===== config.mk =====
export PLATFORM = sky130hd
export DESIGN_NAME = divider_flat
export DESIGN_NICKNAME = d
export VERILOG_FILES = /design/src/rtl/div_pkg.sv /design/src/rtl/divider_if.sv /design/src/rtl/div_step.sv /design/src/rtl/divider.sv /design/src/flat_wrapper.sv
export SDC_FILE = /design/constraint.sdc
export NUM_CORES = 1
export LEC_CHECK = 0
export CAP_MARGIN = 30
export CELL_PAD_IN_SITES_DETAIL_PLACEMENT = 0
export CELL_PAD_IN_SITES_GLOBAL_PLACEMENT = 2
export CORE_MARGIN = 5
export CORE_UTILIZATION = 33
export DETAILED_ROUTE_END_ITERATION = 6
export PLACE_DENSITY = 0.87
export SYNTH_ARGS = -nofsm -noshare
export SYNTH_HDL_FRONTEND = slang
export SYNTH_HIERARCHICAL = 1
export SYNTH_SLANG_ARGS = --single-unit

===== constraint.sdc =====
create_clock -name clk -period 3.2 [get_ports clk]
set_clock_uncertainty 0.1 [all_clocks]
set_input_delay 0.48 -clock clk [delete_from_list [all_inputs] [get_ports clk]]
set_output_delay 0.48 -clock clk [all_outputs]
set_load 0.01 [all_outputs]

===== src/rtl/div_pkg.sv =====
// Shared constants and types for the iterative restoring divider.
package div_pkg;

    localparam int unsigned DIV_WIDTH   = 8;
    localparam int unsigned DIV_COUNT_W = 3;

    localparam logic [DIV_WIDTH-1:0] DIV_ZERO_QUOT = 8'hFF;

    typedef enum logic [1:0] {
        IDLE,
        CALC,
        FIN
    } div_state_t;

endpackage


===== src/rtl/divider_if.sv =====
// START/BUSY/DONE handshake and operand/result bus of the divider.
interface divider_if;
    import div_pkg::*;

    logic                 start;
    logic [DIV_WIDTH-1:0] input1;
    logic [DIV_WIDTH-1:0] input2;
    logic [DIV_WIDTH-1:0] quotient;
    logic [DIV_WIDTH-1:0] remainder;
    logic                 busy;
    logic                 done;
    logic                 div_by_zero;

    modport master (
        output start, input1, input2,
        input  quotient, remainder, busy, done, div_by_zero
    );

    modport slave (
        input  start, input1, input2,
        output quotient, remainder, busy, done, div_by_zero
    );

endinterface


===== src/rtl/div_step.sv =====
// One combinational restoring-division step: shift in a dividend bit, trial-subtract the divisor.
module div_step
    import div_pkg::*;
(
    input  logic [DIV_WIDTH-1:0] rem,
    input  logic                 dividend_msb,
    input  logic [DIV_WIDTH-1:0] divisor,
    output logic [DIV_WIDTH-1:0] rem_next,
    output logic                 quot_bit
);

    logic [DIV_WIDTH:0]   shifted;
    logic [DIV_WIDTH+1:0] trial;
    logic                 unused_hi;

    // Extra top bit of trial is the borrow, i.e. the sign of (shifted - divisor).
    assign shifted  = {rem, dividend_msb};
    assign trial    = {1'b0, shifted} - {2'b00, divisor};
    assign quot_bit = ~trial[DIV_WIDTH+1];

    // Either candidate is below the divisor, so its top bit is always zero.
    assign rem_next  = quot_bit ? trial[DIV_WIDTH-1:0] : shifted[DIV_WIDTH-1:0];
    assign unused_hi = trial[DIV_WIDTH] ^ shifted[DIV_WIDTH];

endmodule


===== src/rtl/divider.sv =====
// Iterative 8-bit restoring divider (9-cycle latency, 1 cycle on divide by zero).
// Define DIVIDER_SIGNED_EN for two's complement operands with truncation toward zero.
module divider
    import div_pkg::*;
(
    input  logic    clk,
    input  logic    reset,
    divider_if.slave bus
);

    localparam logic [DIV_COUNT_W-1:0] LastCount = DIV_COUNT_W'(DIV_WIDTH - 1);

    div_state_t             state_q, state_d;
    logic [DIV_COUNT_W-1:0] count_q, count_d;
    logic [DIV_WIDTH-1:0]   rem_q, rem_d;
    logic [DIV_WIDTH-1:0]   dvd_q, dvd_d;
    logic [DIV_WIDTH-1:0]   dsr_q, dsr_d;
    logic                   zero_q, zero_d;
    logic [DIV_WIDTH-1:0]   quot_q, quot_d;
    logic [DIV_WIDTH-1:0]   remo_q, remo_d;
    logic                   dbz_q, dbz_d;
    logic                   done_q, done_d;

    logic [DIV_WIDTH-1:0]   in1_mag, in2_mag;
    logic [DIV_WIDTH-1:0]   fix_quot, fix_rem;
    logic [DIV_WIDTH-1:0]   step_rem;
    logic                   step_bit;

`ifdef DIVIDER_SIGNED_EN
    logic neg_quot_q, neg_quot_d;
    logic neg_rem_q, neg_rem_d;

    assign in1_mag  = bus.input1[DIV_WIDTH-1] ? ({DIV_WIDTH{1'b0}} - bus.input1) : bus.input1;
    assign in2_mag  = bus.input2[DIV_WIDTH-1] ? ({DIV_WIDTH{1'b0}} - bus.input2) : bus.input2;
    // Quotient negative when signs differ; remainder follows the dividend.
    assign fix_quot = neg_quot_q ? ({DIV_WIDTH{1'b0}} - dvd_q) : dvd_q;
    assign fix_rem  = neg_rem_q ? ({DIV_WIDTH{1'b0}} - rem_q) : rem_q;
`else
    assign in1_mag  = bus.input1;
    assign in2_mag  = bus.input2;
    assign fix_quot = dvd_q;
    assign fix_rem  = rem_q;
`endif

    div_step u_step (
        .rem          (rem_q),
        .dividend_msb (dvd_q[DIV_WIDTH-1]),
        .divisor      (dsr_q),
        .rem_next     (step_rem),
        .quot_bit     (step_bit)
    );

    always_comb begin
        state_d = state_q;
        count_d = count_q;
        rem_d   = rem_q;
        dvd_d   = dvd_q;
        dsr_d   = dsr_q;
        zero_d  = zero_q;
        quot_d  = quot_q;
        remo_d  = remo_q;
        dbz_d   = dbz_q;
        done_d  = 1'b0;
`ifdef DIVIDER_SIGNED_EN
        neg_quot_d = neg_quot_q;
        neg_rem_d  = neg_rem_q;
`endif

        unique case (state_q)
            IDLE: begin
                if (bus.start) begin
                    if (bus.input2 == '0) begin
                        // Raw dividend is reported as the remainder, even in signed mode.
                        dvd_d   = bus.input1;
                        zero_d  = 1'b1;
                        state_d = FIN;
                    end else begin
                        dvd_d   = in1_mag;
                        dsr_d   = in2_mag;
                        rem_d   = '0;
                        count_d = '0;
                        zero_d  = 1'b0;
                        state_d = CALC;
`ifdef DIVIDER_SIGNED_EN
                        neg_quot_d = bus.input1[DIV_WIDTH-1] ^ bus.input2[DIV_WIDTH-1];
                        neg_rem_d  = bus.input1[DIV_WIDTH-1];
`endif
                    end
                end
            end
            CALC: begin
                // Quotient bits shift into the vacated low end of the dividend register.
                rem_d   = step_rem;
                dvd_d   = {dvd_q[DIV_WIDTH-2:0], step_bit};
                count_d = count_q + DIV_COUNT_W'(1);
                if (count_q == LastCount) begin
                    state_d = FIN;
                end
            end
            FIN: begin
                done_d  = 1'b1;
                state_d = IDLE;
                if (zero_q) begin
                    quot_d = DIV_ZERO_QUOT;
                    remo_d = dvd_q;
                    dbz_d  = 1'b1;
                end else begin
                    quot_d = fix_quot;
                    remo_d = fix_rem;
                    dbz_d  = 1'b0;
                end
            end
            default: state_d = IDLE;
        endcase
    end

    always_ff @(posedge clk) begin
        if (reset) begin
            state_q <= IDLE;
            count_q <= '0;
            rem_q   <= '0;
            dvd_q   <= '0;
            dsr_q   <= '0;
            zero_q  <= 1'b0;
            quot_q  <= '0;
            remo_q  <= '0;
            dbz_q   <= 1'b0;
            done_q  <= 1'b0;
`ifdef DIVIDER_SIGNED_EN
            neg_quot_q <= 1'b0;
            neg_rem_q  <= 1'b0;
`endif
        end else begin
            state_q <= state_d;
            count_q <= count_d;
            rem_q   <= rem_d;
            dvd_q   <= dvd_d;
            dsr_q   <= dsr_d;
            zero_q  <= zero_d;
            quot_q  <= quot_d;
            remo_q  <= remo_d;
            dbz_q   <= dbz_d;
            done_q  <= done_d;
`ifdef DIVIDER_SIGNED_EN
            neg_quot_q <= neg_quot_d;
            neg_rem_q  <= neg_rem_d;
`endif
        end
    end

    assign bus.busy        = (state_q != IDLE);
    assign bus.done        = done_q;
    assign bus.quotient    = quot_q;
    assign bus.remainder   = remo_q;
    assign bus.div_by_zero = dbz_q;

endmodule

===== src/flat_wrapper.sv =====
// flat-port wrapper written by rule: the top's interface ports become plain ports
module divider_flat import div_pkg::*;
  (clk, reset, bus_start, bus_input1, bus_input2, bus_quotient, bus_remainder, bus_busy, bus_done, bus_div_by_zero);
  divider_if bus_i ();
  input  logic clk;
  input  logic reset;
  input wire logic [$bits(bus_i.start)-1:0] bus_start;
  input wire logic [$bits(bus_i.input1)-1:0] bus_input1;
  input wire logic [$bits(bus_i.input2)-1:0] bus_input2;
  output wire logic [$bits(bus_i.quotient)-1:0] bus_quotient;
  output wire logic [$bits(bus_i.remainder)-1:0] bus_remainder;
  output wire logic [$bits(bus_i.busy)-1:0] bus_busy;
  output wire logic [$bits(bus_i.done)-1:0] bus_done;
  output wire logic [$bits(bus_i.div_by_zero)-1:0] bus_div_by_zero;
  assign bus_i.start = bus_start;
  assign bus_i.input1 = bus_input1;
  assign bus_i.input2 = bus_input2;
  assign bus_quotient = bus_i.quotient;
  assign bus_remainder = bus_i.remainder;
  assign bus_busy = bus_i.busy;
  assign bus_done = bus_i.done;
  assign bus_div_by_zero = bus_i.div_by_zero;
  divider u_core (.clk(clk), .reset(reset), .bus(bus_i));
endmodule

==> summary.md <==
| Metric | Value |
|---|---|
| Startpoint type of the worst setup path | `flip-flop` |
| Die Y-Extent | `97.6 µm` |
| Number of search-and-repair iterations in the first detailed-routing pass | `4` |
| Classification of the worst setup path | `reg -> reg` |
| Deepest level of the CTS H-tree | `2` |
| Netlist cell types | `48` |
| Count of flip-flops with a built-in enable after synthesis | `0` |
| Pwr/cell area | `510 nW/µm²` |
| Core area | `7610 µm²` |
| TritonCTS clock tree | `yes` |
| CTS Hold Bufs | `0` |
| Final Slew Violations | `0` |
| Via count of the routed design | `2062` |
| Prevailing post-synth register cell | `sky130_fd_sc_hd__dfxtp_1` |
| Top post-synthesis cells by count | `sky130_fd_sc_hd__dfxtp_1 (48), sky130_fd_sc_hd__nor2_1 (45), sky130_fd_sc_hd__a211oi_1 (33)` |
| Mapped cell area | `2530 µm²` |
| Clock slew seen by the registers of the worst setup and hold paths | `0.09 ns` |
| Antenna violations before repair | `0` |
| Status | `completed` |
| Cell row count | `32` |
| Final count of hold timing violations | `0` |
| Storage cell area | `961 µm²` |
| Fraction of layout cells with a size suffix above 1 | `9.45%` |
| Wire length of the first global-routing pass | `9.73 mm` |
| Critical path capture point type | `flip-flop` |
| Min Clock Period, post-route | `2.56 ns` |
| Full die area | `9530 µm²` |
| Critical path data required time | `3.28 ns` |
| Largest vdd supply drop | `0.233 mV` |
| Share of the core filled with cells | `40.1%` |
| Sum of net half-perimeters after detailed placement | `4.23 mm` |
| Final Net Count | `336` |
| Setup bufs post-CTS | `0` |
| Buffers on Ports | `37` |
| # fillers | `775` |
| Root buffer selected by CTS | `sky130_fd_sc_hd__clkbuf_8` |
| Average detailed-routed wire length per instance | `14.5 µm` |
| Area growth syn-to-layout | `20.4%` |
| Multi-input gate area | `1420 µm²` |
| Total routing usage reported by global routing | `12.2%` |
| Largest area contributor in the netlist | `sky130_fd_sc_hd__dfxtp_1` |
| Clock network latency to the later pin of the worst-skew pair | `0.30 ns` |
| Clock buffers created by TritonCTS | `5` |
| Most common cell in the synthesized netlist | `sky130_fd_sc_hd__dfxtp_1` |
| Ports placed on the boundary | `38` |
| Sink Count | `48` |
| Post-synthesis area per instance | `9.08 µm²` |
| Setup violation total in the final timing report | `0` |
| Maximum number of pins on one net before global-route repair | `51` |
| Cells after Synth | `279` |
| Slew @ Worst Pin | `0.829 ns` |
| Static Leakage | `0.00108 µW` |
| Hold Crit Class | `reg -> reg` |
| Arrival @ worst endpoint | `2.64 ns` |
| Maximum buffer depth of the clock tree | `2` |
| Period utilization | `79.9%` |
| Vias/cell | `5.04` |
| Antenna Violating Nets Remaining | `0` |
| Post-Route WL | `5.93 mm` |
| Die Width | `97.6 µm` |
| Flip-flop and latch count after synthesis | `48` |
| Number of warning messages in the yosys log | `6` |
| Crit-path max FO | `4` |
| Achievable frequency | `0.391 GHz` |
| Drc violations | `0` |
| Number of gates resized after cts | `0` |
| Iteration-0 DRC Markers | `89` |
| Fraction of post-synthesis cell area in the top cell type by area | `37.9%` |
| Async SR Flop Fraction | `0%` |
| Mapped Nets | `309` |
| Effective utilization at floorplan | `33.3%` |
| Vias in the first global route | `1991` |
| GR Overflow Total | `0` |
| Unrepaired setup endpoints after global routing | `false` |
| Final TNS setup | `0 ns` |
| Final RePlAce weighted congestion | `0.783` |
| Antenna Diode Count | `0` |
| Fraction of the yosys area taken by sequential cells | `37.9%` |
| Max Cap Violations | `0` |
| Cell types occupying the most area after synthesis | `sky130_fd_sc_hd__dfxtp_1 (38%), sky130_fd_sc_hd__a211oi_1 (9.8%), sky130_fd_sc_hd__nor2_1 (6.7%), sky130_fd_sc_hd__ha_1 (4.9%), sky130_fd_sc_hd__mux2i_1 (4.7%)` |
| Slew margin rel. | `44.6%` |
==> sequential cells by signal, summed over array words and instances, names as in the netlist <==
| register | flops |
|---|---|
| u_core/count_q | 3 |
| u_core/zero_q | 1 |
| u_core/bus.remainder | 8 |
| u_core/bus.div_by_zero | 1 |
| u_core/state_q | 2 |
| u_core/dsr_q | 8 |
| u_core/dvd_q | 8 |
| u_core/bus.quotient | 8 |
| u_core/bus.done | 1 |
| u_core/fix_rem | 8 |
==> cells by family after synthesis <==
| group | after synthesis | synth area share, % |
|---|---|---|
| compound gates | 90 | 26.1 |
| xor+xnor | 3 | 1.04 |
| fa+ha+maj | 11 | 5.73 |
| buf+inv | 32 | 6.12 |
| flops | 48 | 37.9 |
| mux | 17 | 7.70 |
| simple gates | 78 | 15.4 |
==> layer usage <==
| layer | share of wire, % | up-vias | track usage, % |
|---|---|---|---|
| met2 | 48 | 32 | 20.7 |
| met3 | 2.7 | 5 | 2.23 |
| li1 | - | 1064 | - |
| met4 | 0.98 | 0 | 3.19 |
| met5 | 0 | - | 0 |
| met1 | 49 | 961 | 15.8 |
==> cell usage in the layout, fill, tap and decap left out, drive strengths merged, types with 4 or more instances in the layout <==
| master | instances |
|---|---|
| dfxtp | 48 |
| nor2 | 45 |
| mux2i | 12 |
| a211oi | 33 |
| clkdlybuf4s50 | 37 |
| inv | 12 |
| mux2 | 5 |
| nand2 | 11 |
| nor2b | 4 |
| a22oi | 10 |
| clkbuf | 6 |
| ha | 10 |
| o2bb2ai | 11 |
| a21o | 4 |
| a21oi | 20 |
| o21ai | 4 |
==> worst max-delay path, stage by stage (launching register included) <==
cell,delay [ns]
sky130_fd_sc_hd__dfxtp_1,0.39
sky130_fd_sc_hd__inv_1,0.07
sky130_fd_sc_hd__ha_1,0.23
sky130_fd_sc_hd__fa_1,0.41
sky130_fd_sc_hd__nor2b_1,0.16
sky130_fd_sc_hd__o31a_1,0.18
sky130_fd_sc_hd__nor4_1,0.06
sky130_fd_sc_hd__a311o_1,0.32
sky130_fd_sc_hd__mux2_4,0.27
sky130_fd_sc_hd__a22oi_1,0.17
sky130_fd_sc_hd__o2bb2ai_1,0.09
==> power by group <==
| part | total [µW] | switching, µW | internal [µW] | leakage [µW] |
|---|---|---|---|---|
| registers | 669 | 40.1 | 629 | 0.000391 |
| logic | 453 | 222 | 231 | 0.000634 |
| clock network | 434 | 202 | 232 | 0.0000552 |
==> final cells by class <==
cell class	count	share of cell area, %
clock inverter	2	1.15
sequential	48	31.5
multi-input combinational	199	46.5
clock buffer	6	2.38
timing repair buffer	40	12.9
inverter	12	1.48
tap	102	4.18
==> path summary, 6_finish.rpt <==
check / startpoint / to / slack (ns) / cells past startpoint
worst min register to register: u_core/count_q[2] / u_core/count_q[2] / 0.39 / 1
worst min-delay path: u_core/count_q[2] / u_core/count_q[2] / 0.39 / 1
worst max-delay path: u_core/dvd_q[7] / u_core/fix_rem[6] / 0.64 / 10
worst max register to register: u_core/dvd_q[7] / u_core/fix_rem[6] / 0.64 / 10
==> stage by stage <==
step	total power (µW)	hold slack (ns)	cell area (µm²)	setup slack, ns	std cells
finish	1560	0.394	3050	0.644	409
floorplan	1040	0.359	2530	0.837	279
CTS	1570	0.396	3050	0.652	409
detailed placement	1130	0.378	2940	0.674	401
global route	1650	0.401	3050	0.458	409
global placement	1130	0.374	2940	0.729	401
Note: power is estimated with default switching activity, not from simulation.
